==> src/rtl/uart_pkg.sv <==
// Shared UART types and default framing constants.
package uart_pkg;

    typedef enum logic [2:0] {
        IDLE,
        START,
        DATA,
        PARITY,
        STOP,
        WAIT_HIGH
    } rx_frame_state_e;

    localparam int UART_OVERSAMPLE = 16;
    localparam int UART_DATA_BITS  = 8;

endpackage

==> src/rtl/sync_2ff.sv <==
// Two-flop synchroniser for a single asynchronous input bit.
module sync_2ff #(
    parameter logic RESET_VAL = 1'b1
) (
    input  logic clk,
    input  logic reset_n,
    input  logic d,
    output logic q
);

    logic meta;

    always_ff @(posedge clk or negedge reset_n) begin
        if (!reset_n) begin
            meta <= RESET_VAL;
            q    <= RESET_VAL;
        end else begin
            meta <= d;
            q    <= meta;
        end
    end

endmodule

==> src/rtl/uart_rx_frame.sv <==
// UART receive framer: oversampled start detect, mid-bit sampling, parity/stop
// checks, and a one-entry valid/ready holding register for the received byte.
module uart_rx_frame
    import uart_pkg::*;
#(
    parameter int OVERSAMPLE = UART_OVERSAMPLE,
    parameter int DATA_BITS  = UART_DATA_BITS,
    parameter bit PARITY_EN  = 1'b0,
    parameter bit PARITY_ODD = 1'b0
) (
    input  logic                 clk,
    input  logic                 reset_n,
    input  logic                 br_tick,
    input  logic                 rx,
    output logic [DATA_BITS-1:0] rx_data,
    output logic                 rx_valid,
    input  logic                 rx_ready,
    output logic                 frame_err,
    output logic                 parity_err,
    output logic                 overrun,
    output logic                 busy
);

    localparam int TW = $clog2(OVERSAMPLE);
    localparam int BW = $clog2(DATA_BITS + 1);
    localparam logic [TW-1:0] TICK_MID  = TW'(OVERSAMPLE / 2 - 1);
    localparam logic [TW-1:0] TICK_LAST = TW'(OVERSAMPLE - 1);
    localparam logic [BW-1:0] BIT_LAST  = BW'(DATA_BITS - 1);

    rx_frame_state_e      state, state_nxt;
    logic [TW-1:0]        tick_cnt, tick_nxt, tick_inc;
    logic [BW-1:0]        bit_cnt, bit_nxt;
    logic [DATA_BITS-1:0] shreg, shreg_nxt;
    logic                 perr, perr_nxt;
    logic                 rxs, sample, done, load;

    sync_2ff #(.RESET_VAL(1'b1)) u_sync (
        .clk     (clk),
        .reset_n (reset_n),
        .d       (rx),
        .q       (rxs)
    );

    // Once aligned to mid-bit, every full OVERSAMPLE period lands mid-bit again.
    assign tick_inc = (tick_cnt == TICK_LAST) ? '0 : tick_cnt + TW'(1);
    assign sample   = br_tick && (tick_cnt == TICK_LAST);
    assign busy     = (state != IDLE);

    always_ff @(posedge clk or negedge reset_n) begin
        if (!reset_n) begin
            state    <= IDLE;
            tick_cnt <= '0;
            bit_cnt  <= '0;
            shreg    <= '0;
            perr     <= 1'b0;
        end else begin
            state    <= state_nxt;
            tick_cnt <= tick_nxt;
            bit_cnt  <= bit_nxt;
            shreg    <= shreg_nxt;
            perr     <= perr_nxt;
        end
    end

    always_comb begin
        state_nxt = state;
        tick_nxt  = tick_cnt;
        bit_nxt   = bit_cnt;
        shreg_nxt = shreg;
        perr_nxt  = perr;
        done      = 1'b0;
        unique case (state)
            IDLE: begin
                tick_nxt = '0;
                bit_nxt  = '0;
                if (!rxs) state_nxt = START;
            end
            START: begin
                if (br_tick) begin
                    if (tick_cnt == TICK_MID) begin
                        tick_nxt  = '0;
                        state_nxt = rxs ? IDLE : DATA;
                    end else begin
                        tick_nxt = tick_cnt + TW'(1);
                    end
                end
            end
            DATA: begin
                if (br_tick) tick_nxt = tick_inc;
                if (sample) begin
                    shreg_nxt = {rxs, shreg[DATA_BITS-1:1]};
                    if (bit_cnt == BIT_LAST) begin
                        bit_nxt   = '0;
                        state_nxt = PARITY_EN ? PARITY : STOP;
                    end else begin
                        bit_nxt = bit_cnt + BW'(1);
                    end
                end
            end
            PARITY: begin
                if (br_tick) tick_nxt = tick_inc;
                if (sample) begin
                    perr_nxt  = ^shreg ^ rxs ^ PARITY_ODD;
                    state_nxt = STOP;
                end
            end
            STOP: begin
                if (br_tick) tick_nxt = tick_inc;
                if (sample) begin
                    done      = 1'b1;
                    state_nxt = rxs ? IDLE : WAIT_HIGH;
                end
            end
            WAIT_HIGH: begin
                // A held-low line (break) must not look like a fresh start bit.
                tick_nxt = '0;
                if (rxs) state_nxt = IDLE;
            end
            default: state_nxt = IDLE;
        endcase
    end

    assign load = done && (!rx_valid || rx_ready);

    always_ff @(posedge clk or negedge reset_n) begin
        if (!reset_n) begin
            rx_data    <= '0;
            rx_valid   <= 1'b0;
            frame_err  <= 1'b0;
            parity_err <= 1'b0;
            overrun    <= 1'b0;
        end else begin
            overrun <= done && !load;
            if (load) begin
                rx_data    <= shreg;
                rx_valid   <= 1'b1;
                frame_err  <= ~rxs;
                parity_err <= PARITY_EN ? perr : 1'b0;
            end else if (rx_ready) begin
                rx_valid <= 1'b0;
            end
        end
    end

endmodule

==> config.mk <==
export PLATFORM = sky130hd
export DESIGN_NAME = uart_rx_frame
export DESIGN_NICKNAME = d
export VERILOG_FILES = /design/src/rtl/uart_pkg.sv /design/src/rtl/sync_2ff.sv /design/src/rtl/uart_rx_frame.sv
export SDC_FILE = /design/constraint.sdc
export NUM_CORES = 1
export LEC_CHECK = 0
export ABC_AREA = 1
export BUFFER_PORTS_ARGS = -buffer_cell sky130_fd_sc_hd__buf_2
export CORE_MARGIN = 1.5
export CORE_UTILIZATION = 52
export CTS_CLUSTER_SIZE = 40
export DETAILED_ROUTE_END_ITERATION = 16
export GPL_TIMING_DRIVEN = 1
export HOLD_SLACK_MARGIN = 0.1
export PLACE_DENSITY = 0.75
export SETUP_SLACK_MARGIN = 0.1
export SLEW_MARGIN = 20
export SYNTH_ARGS = -nofsm -noshare
export SYNTH_HDL_FRONTEND = slang
export SYNTH_SLANG_ARGS = --single-unit
==> constraint.sdc <==
create_clock -name clk -period 1.46 [get_ports clk]
set_clock_uncertainty 0.05 [all_clocks]
set_input_delay 0.146 -clock clk [delete_from_list [all_inputs] [get_ports clk]]
set_output_delay 0.146 -clock clk [all_outputs]
set_load 0.01 [all_outputs]
# ---- Yosys cells after proc, flatten, opt, wreduce, memory -nomap -nowiden
# Cells that the tools add are included.
dict set report op_classes {
  mux 23
  reduce_logical 17
  addsub 2
  bitwise_logic 1
  n_eq_ne 17
}
# cell count
set op_table {}
lappend op_table {{two-way mux 3 bit} 9}
lappend op_table {{two-way mux 4 bit} 6}
lappend op_table {{one-hot mux 3 bit (6 select lines)} 1}
lappend op_table {{inequality test 2 bit (second input constant)} 7}
lappend op_table {{one-hot mux 4 bit (3 select lines)} 1}
lappend op_table {{adder 4 x 1 -> 4 bit (second input constant)} 2}
lappend op_table {{equality test 4 x 3 -> 1 bit (second input constant)} 2}
lappend op_table {{one-hot mux 4 bit (2 select lines)} 1}
lappend op_table {{AND reduction 8 bit} 1}
lappend op_table {{equality test 3 x 2 -> 1 bit (second input constant)} 2}
lappend op_table {{equality test 3 bit (second input constant)} 2}
lappend op_table {{nonzero test 3 bit} 2}
lappend op_table {{equality test 4 bit (second input constant)} 1}
lappend op_table {{two-way mux 1 bit} 4}
lappend op_table {{inequality test 2 x 1 -> 1 bit (second input constant)} 2}
lappend op_table {{AND reduction 2 bit} 2}
lappend op_table {{nonzero test 2 bit} 2}
lappend op_table {{equality test 3 x 1 -> 1 bit (second input constant)} 1}
lappend op_table {{logical AND 1 bit} 3}
lappend op_table {{logical NOT 3 bit} 1}
lappend op_table {{AND reduction 3 bit} 1}
lappend op_table {{OR reduction 3 bit} 1}
lappend op_table {{logical NOT 1 bit} 2}
lappend op_table {{two-way mux 2 bit} 1}
lappend op_table {{3 further kinds} 3}
dict set report totals {
  regBits 32
  output_inout_bits 13
}

# ---- Depth between registers and ports, before layout
dict set report depth {
  ltp_word 7
  ltp_mapped 10
}

# ---- Cells and area by module
# A second synthesis with hierarchy kept.
dict set report unflattened {
  hier_cells 183
  hier_area_um2 1592.8
}
# module seq_area_each_um2 cells_per_inst area_per_inst_um2 instances
set by_module_without_submodules {}
lappend by_module_without_submodules {uart_rx_frame 750.7 181 1540.2 1}
lappend by_module_without_submodules {sync_2ff 52.6 2 52.6 1}

# ---- Worst setup path before layout
# OpenSTA, ideal clock, no wires.
dict set report synth_timing {
  path_kind {flip-flop to flip-flop}
  from {register tick_cnt[0]}
  to {register bit_cnt[3]}
  stages_incl_launch_ff 11
  arrival_ns 1.267
  required_time_ns 1.292
  period_less_slack_ns 1.435
  setup_slack_ns 0.025
  path_buffers 1
  cell_sequence {dfrtp_1 > ha_1 > nand2_2 > inv_2 > nand3_4 > clkinv_2 > nand2_2 > buf_6 > nand2_4 > nand2_1 > o21ai_2}
}
dict set report synth_via {
  elab_chain_len 4
}
# element line_no
set synth_rtl {}
lappend synth_rtl {{start: declaration} uart_rx_frame.sv:31} ;# logic [TW-1:0] tick_cnt, tick_nxt, tick_inc;
lappend synth_rtl {{start signal: assignment} uart_rx_frame.sv:58} ;# tick_cnt <= tick_nxt;
lappend synth_rtl {{equality test 4 bit} uart_rx_frame.sv:46} ;# assign sample = br_tick && (tick_cnt == TICK_LAST);
lappend synth_rtl {{logical AND 1 bit} uart_rx_frame.sv:46}
lappend synth_rtl {{inequality test 2 bit (no source line)} -}
lappend synth_rtl {{AND reduction 2 bit (no source line)} -}
lappend synth_rtl {{end signal: assignment} uart_rx_frame.sv:59} ;# bit_cnt <= bit_nxt;
lappend synth_rtl {{end: declaration} uart_rx_frame.sv:32} ;# logic [BW-1:0] bit_cnt, bit_nxt;
# No other way between the ends.
# A chain may end at the register's enable or synchronous reset.

# ---- Worst setup path after layout
dict set report layout_timing {
  from {register state[1]}
  to {output busy}
}
dict set report layout_via {
  elab_chain_len 1
}
# element line_no
set layout_rtl {}
lappend layout_rtl {{start: declaration} uart_rx_frame.sv:30} ;# rx_frame_state_e state, state_nxt;
lappend layout_rtl {{start signal: assignment} uart_rx_frame.sv:57} ;# state <= state_nxt;
lappend layout_rtl {{nonzero test 3 bit} uart_rx_frame.sv:47} ;# assign busy = (state != IDLE);
lappend layout_rtl {{end: declaration} uart_rx_frame.sv:21} ;# output logic busy
# No other way between the ends.

==> results.toml <==
[outcome]
status = "complete, but fails checks"
violations = "setup timing"

[detailed_routing]
drt_drc_violations_left = 0
vias = 1346
dr.pass1.iters = 4
via_per_inst = 4.99
wl_per_cell_um = 13.2
wirelength_um = 3560
postRouteAntennaNets = 0
drtIter0Drc = 47

[clock_tree]
insertion_delay_ns = 0.34
clock_path_buffers = 2
cts_max_level = 2
cts-root-buf = "clkbuf_4"
path_clk_slew_ns = 0.10
clock-sinks = 32
cts_tree = "done"
numCtsBuffers = 5

[floorplan]
io_pins = 18
fp.dieArea_um2 = 3610
rows = 20
coreArea_um2 = 3080
dieHeight_um = 60.1
die_w_um = 60.1
start_util = 0.550

[power]
irDropWorstVdd_v = 0.00103
power.total_uw = 3040
combPwrFrac = 0.428
internal_power_uw = 1850
leakagePower_uw = 0.00108
clkPwrFrac = 0.221
power_frac_seq = 0.352
power.net_switching_uw = 1190
swShare = 0.390
cellPowerDensity_nw_per_um2 = 1330

[sta]
hold_ws_ns = 0.160
setup_slack_ns = -0.000123
max_slew_margin = 0.530
min_period_ns = 1.46
fmax_ghz = 0.685
finalMaxSlewViolations = 0
report.final.setup_viol = 1
period_share = 1.00
hold_viol = 0
tightest_slew_ns = 0.705
rsz0062_at_grt = "true"

[critical_path]
required_ns = 1.26
slowest_delay_ns = 0.47
worstPathArrival_ns = 1.26
cp_max_fo = 7
critPathCaptureType = "output port"
worstPathCellList = "nor2_4 -> nand2_4 -> buf_6"
critPathLaunchType = "flop"
critical_path_class = "reg -> out"
crit_slowest_cell = "dfrtp_2"

[synth]
avgSynthCellArea_um2 = 9.01
synth_area_um2 = 1690
synth_flop_cell = "dfrtp_1"
netlist.area_leader.share = 0.443
ys_ff_latch = 32
syn_inst = 188
synth_cell_types = 28
synth_area_leaders = "dfrtp_1 44%, nand2_1 12%, o21ai_2 5.2%, nand2_2 4.1%, nand3_1 3.8%"
synth_commonest_cells = "53 x nand2_1, 30 x dfrtp_1, 16 x inv_1, 13 x nand3_1, 11 x nand2_2"
synth_top_area_cell = "dfrtp_1"
synth_most_common_cell = "nand2_1"
synthArstFlopShare = 1.00
synth_nets = 195
yosysSeqAreaShare = 0.474
synth_edf_count = 0
yosys_warnings = 0

[placed_design]
place_ws_ns = -0.0753
dp_hpwl_um = 2300
io_buffers = 16
gp_congestion = 0.915

[grt]
first_global_vias = 1307
grt_remaining_overflow = 0
grt_pass1_wl_um = 5520
grt_antenna_before_repair = 0
grt_max_degree = 33
grt_use_total = 0.210

[flow_run]
max_cap_viol_count = 0

[worst_hold_path]
hold_path_class = "in -> reg"

[finish]
area_growth_pct = 34.9
fin_nets = 232
diodes = 0
drive_above_1_share = 0.518
fillers = 218
cells by family after synthesis:
group,after synthesis,synth area share
xor+xnor,1,0.00517
buf+inv,27,0.0871
other cells,1,0.00221
compound gates,21,0.0908
fa+ha+maj,2,0.0148
simple gates,104,0.326
flops,32,0.474
metal layers:
metal	wire length, µm	share of wire	track usage	vias to the layer above
met2	2020	0.57	0.380	25
met4	48	0.013	0.0952	0
met1	1400	0.39	0.227	648
li1	-	-	-	667
met5	0	0	0	-
met3	92	0.026	0.0541	6
cells in the final DEF, fill, tap and decap left out, drive strengths merged:
master and n:
buf 31, bufinv 1, clkbuf 6, clkinv 2, clkinvlp 1, conb 1
dfrtp 30, dfstp 2, dlygate4sd3 3, ha 2, inv 21, nand2 69
nand3 15, nand3b 1, nand4 4, nor2 12, nor3 3, o21ai 21
xnor2 1
what timing repair did:
action | in CTS | in global routing
endpoints found under the setup margin | 27 | 30
setup buffers | 6 | 3
pin swaps | 3 | 13
gates resized for setup | 43 | 24
cloned | 0 | 1
hold buffers | 3 | 0
endpoints found under the hold margin | 33 | 0
critical path, delay by kind of cell, from the launching register on:
family,cells,cell delay [ns]
simple gates,2,0.31
buf+inv,1,0.14
flops,1,0.47
worst paths after layout:
path / startpoint / end / cells past startpoint / slack [ns]
max: state[1] / busy / 3 / -0.0001
min: br_tick / tick_cnt[1] / 4 / 0.16
max reg2reg: tick_cnt[0] / rx_data[6] / 9 / 0.01
min reg2reg: u_sync.meta / u_sync.q / 0 / 0.31
max in group asynchronous: reset_n / state[0] / 2 / 0.55
min in group asynchronous: reset_n / rx_data[0] / 2 / 0.32
per-stage QoR:
stage                     instance area, µm²    TNS, ns   util  cells
after floorplan                         1700          0      -    188
after global placement                  1830     -0.107  0.595    249
after CTS                               2130   -0.00366  0.693    266
after detailed placement                1830     -0.625  0.595    249
after global routing                    2290     -0.544  0.743    270
final                                   2290  -0.000123  0.743    270
state kept, by name, indices dropped and copies added, names as in the netlist:
signal,flops
shreg,8
state,3
rx_valid,1
u_sync.q,1
bit_cnt,4
u_sync.meta,1
tick_cnt,4
frame_err,1
overrun,1
rx_data,8
power groups by stage:
stage / Clock (µW) / Combinational [µW] / Sequential [µW]
6_report: 671 / 1300 / 1070
5_1_grt: 727 / 1420 / 1080
4_1_cts: 692 / 1130 / 1060
3_5_place_dp: 0 / 952 / 1100
3_3_place_gp: 0 / 900 / 1090
2_1_floorplan: 0 / 737 / 1090
area by class of cell:
cell class	instances	area [µm²]	share of cell area
repair buffers	35	303	0.132
clock buffers	5	37.5	0.0164
multi-input cells	129	952	0.417
well taps	44	55.1	0.0241
clock inverters	3	42.5	0.0186
inverters	22	90.1	0.0394
flip-flops and latches	32	806	0.352
(Power assumes the default switching activity.)
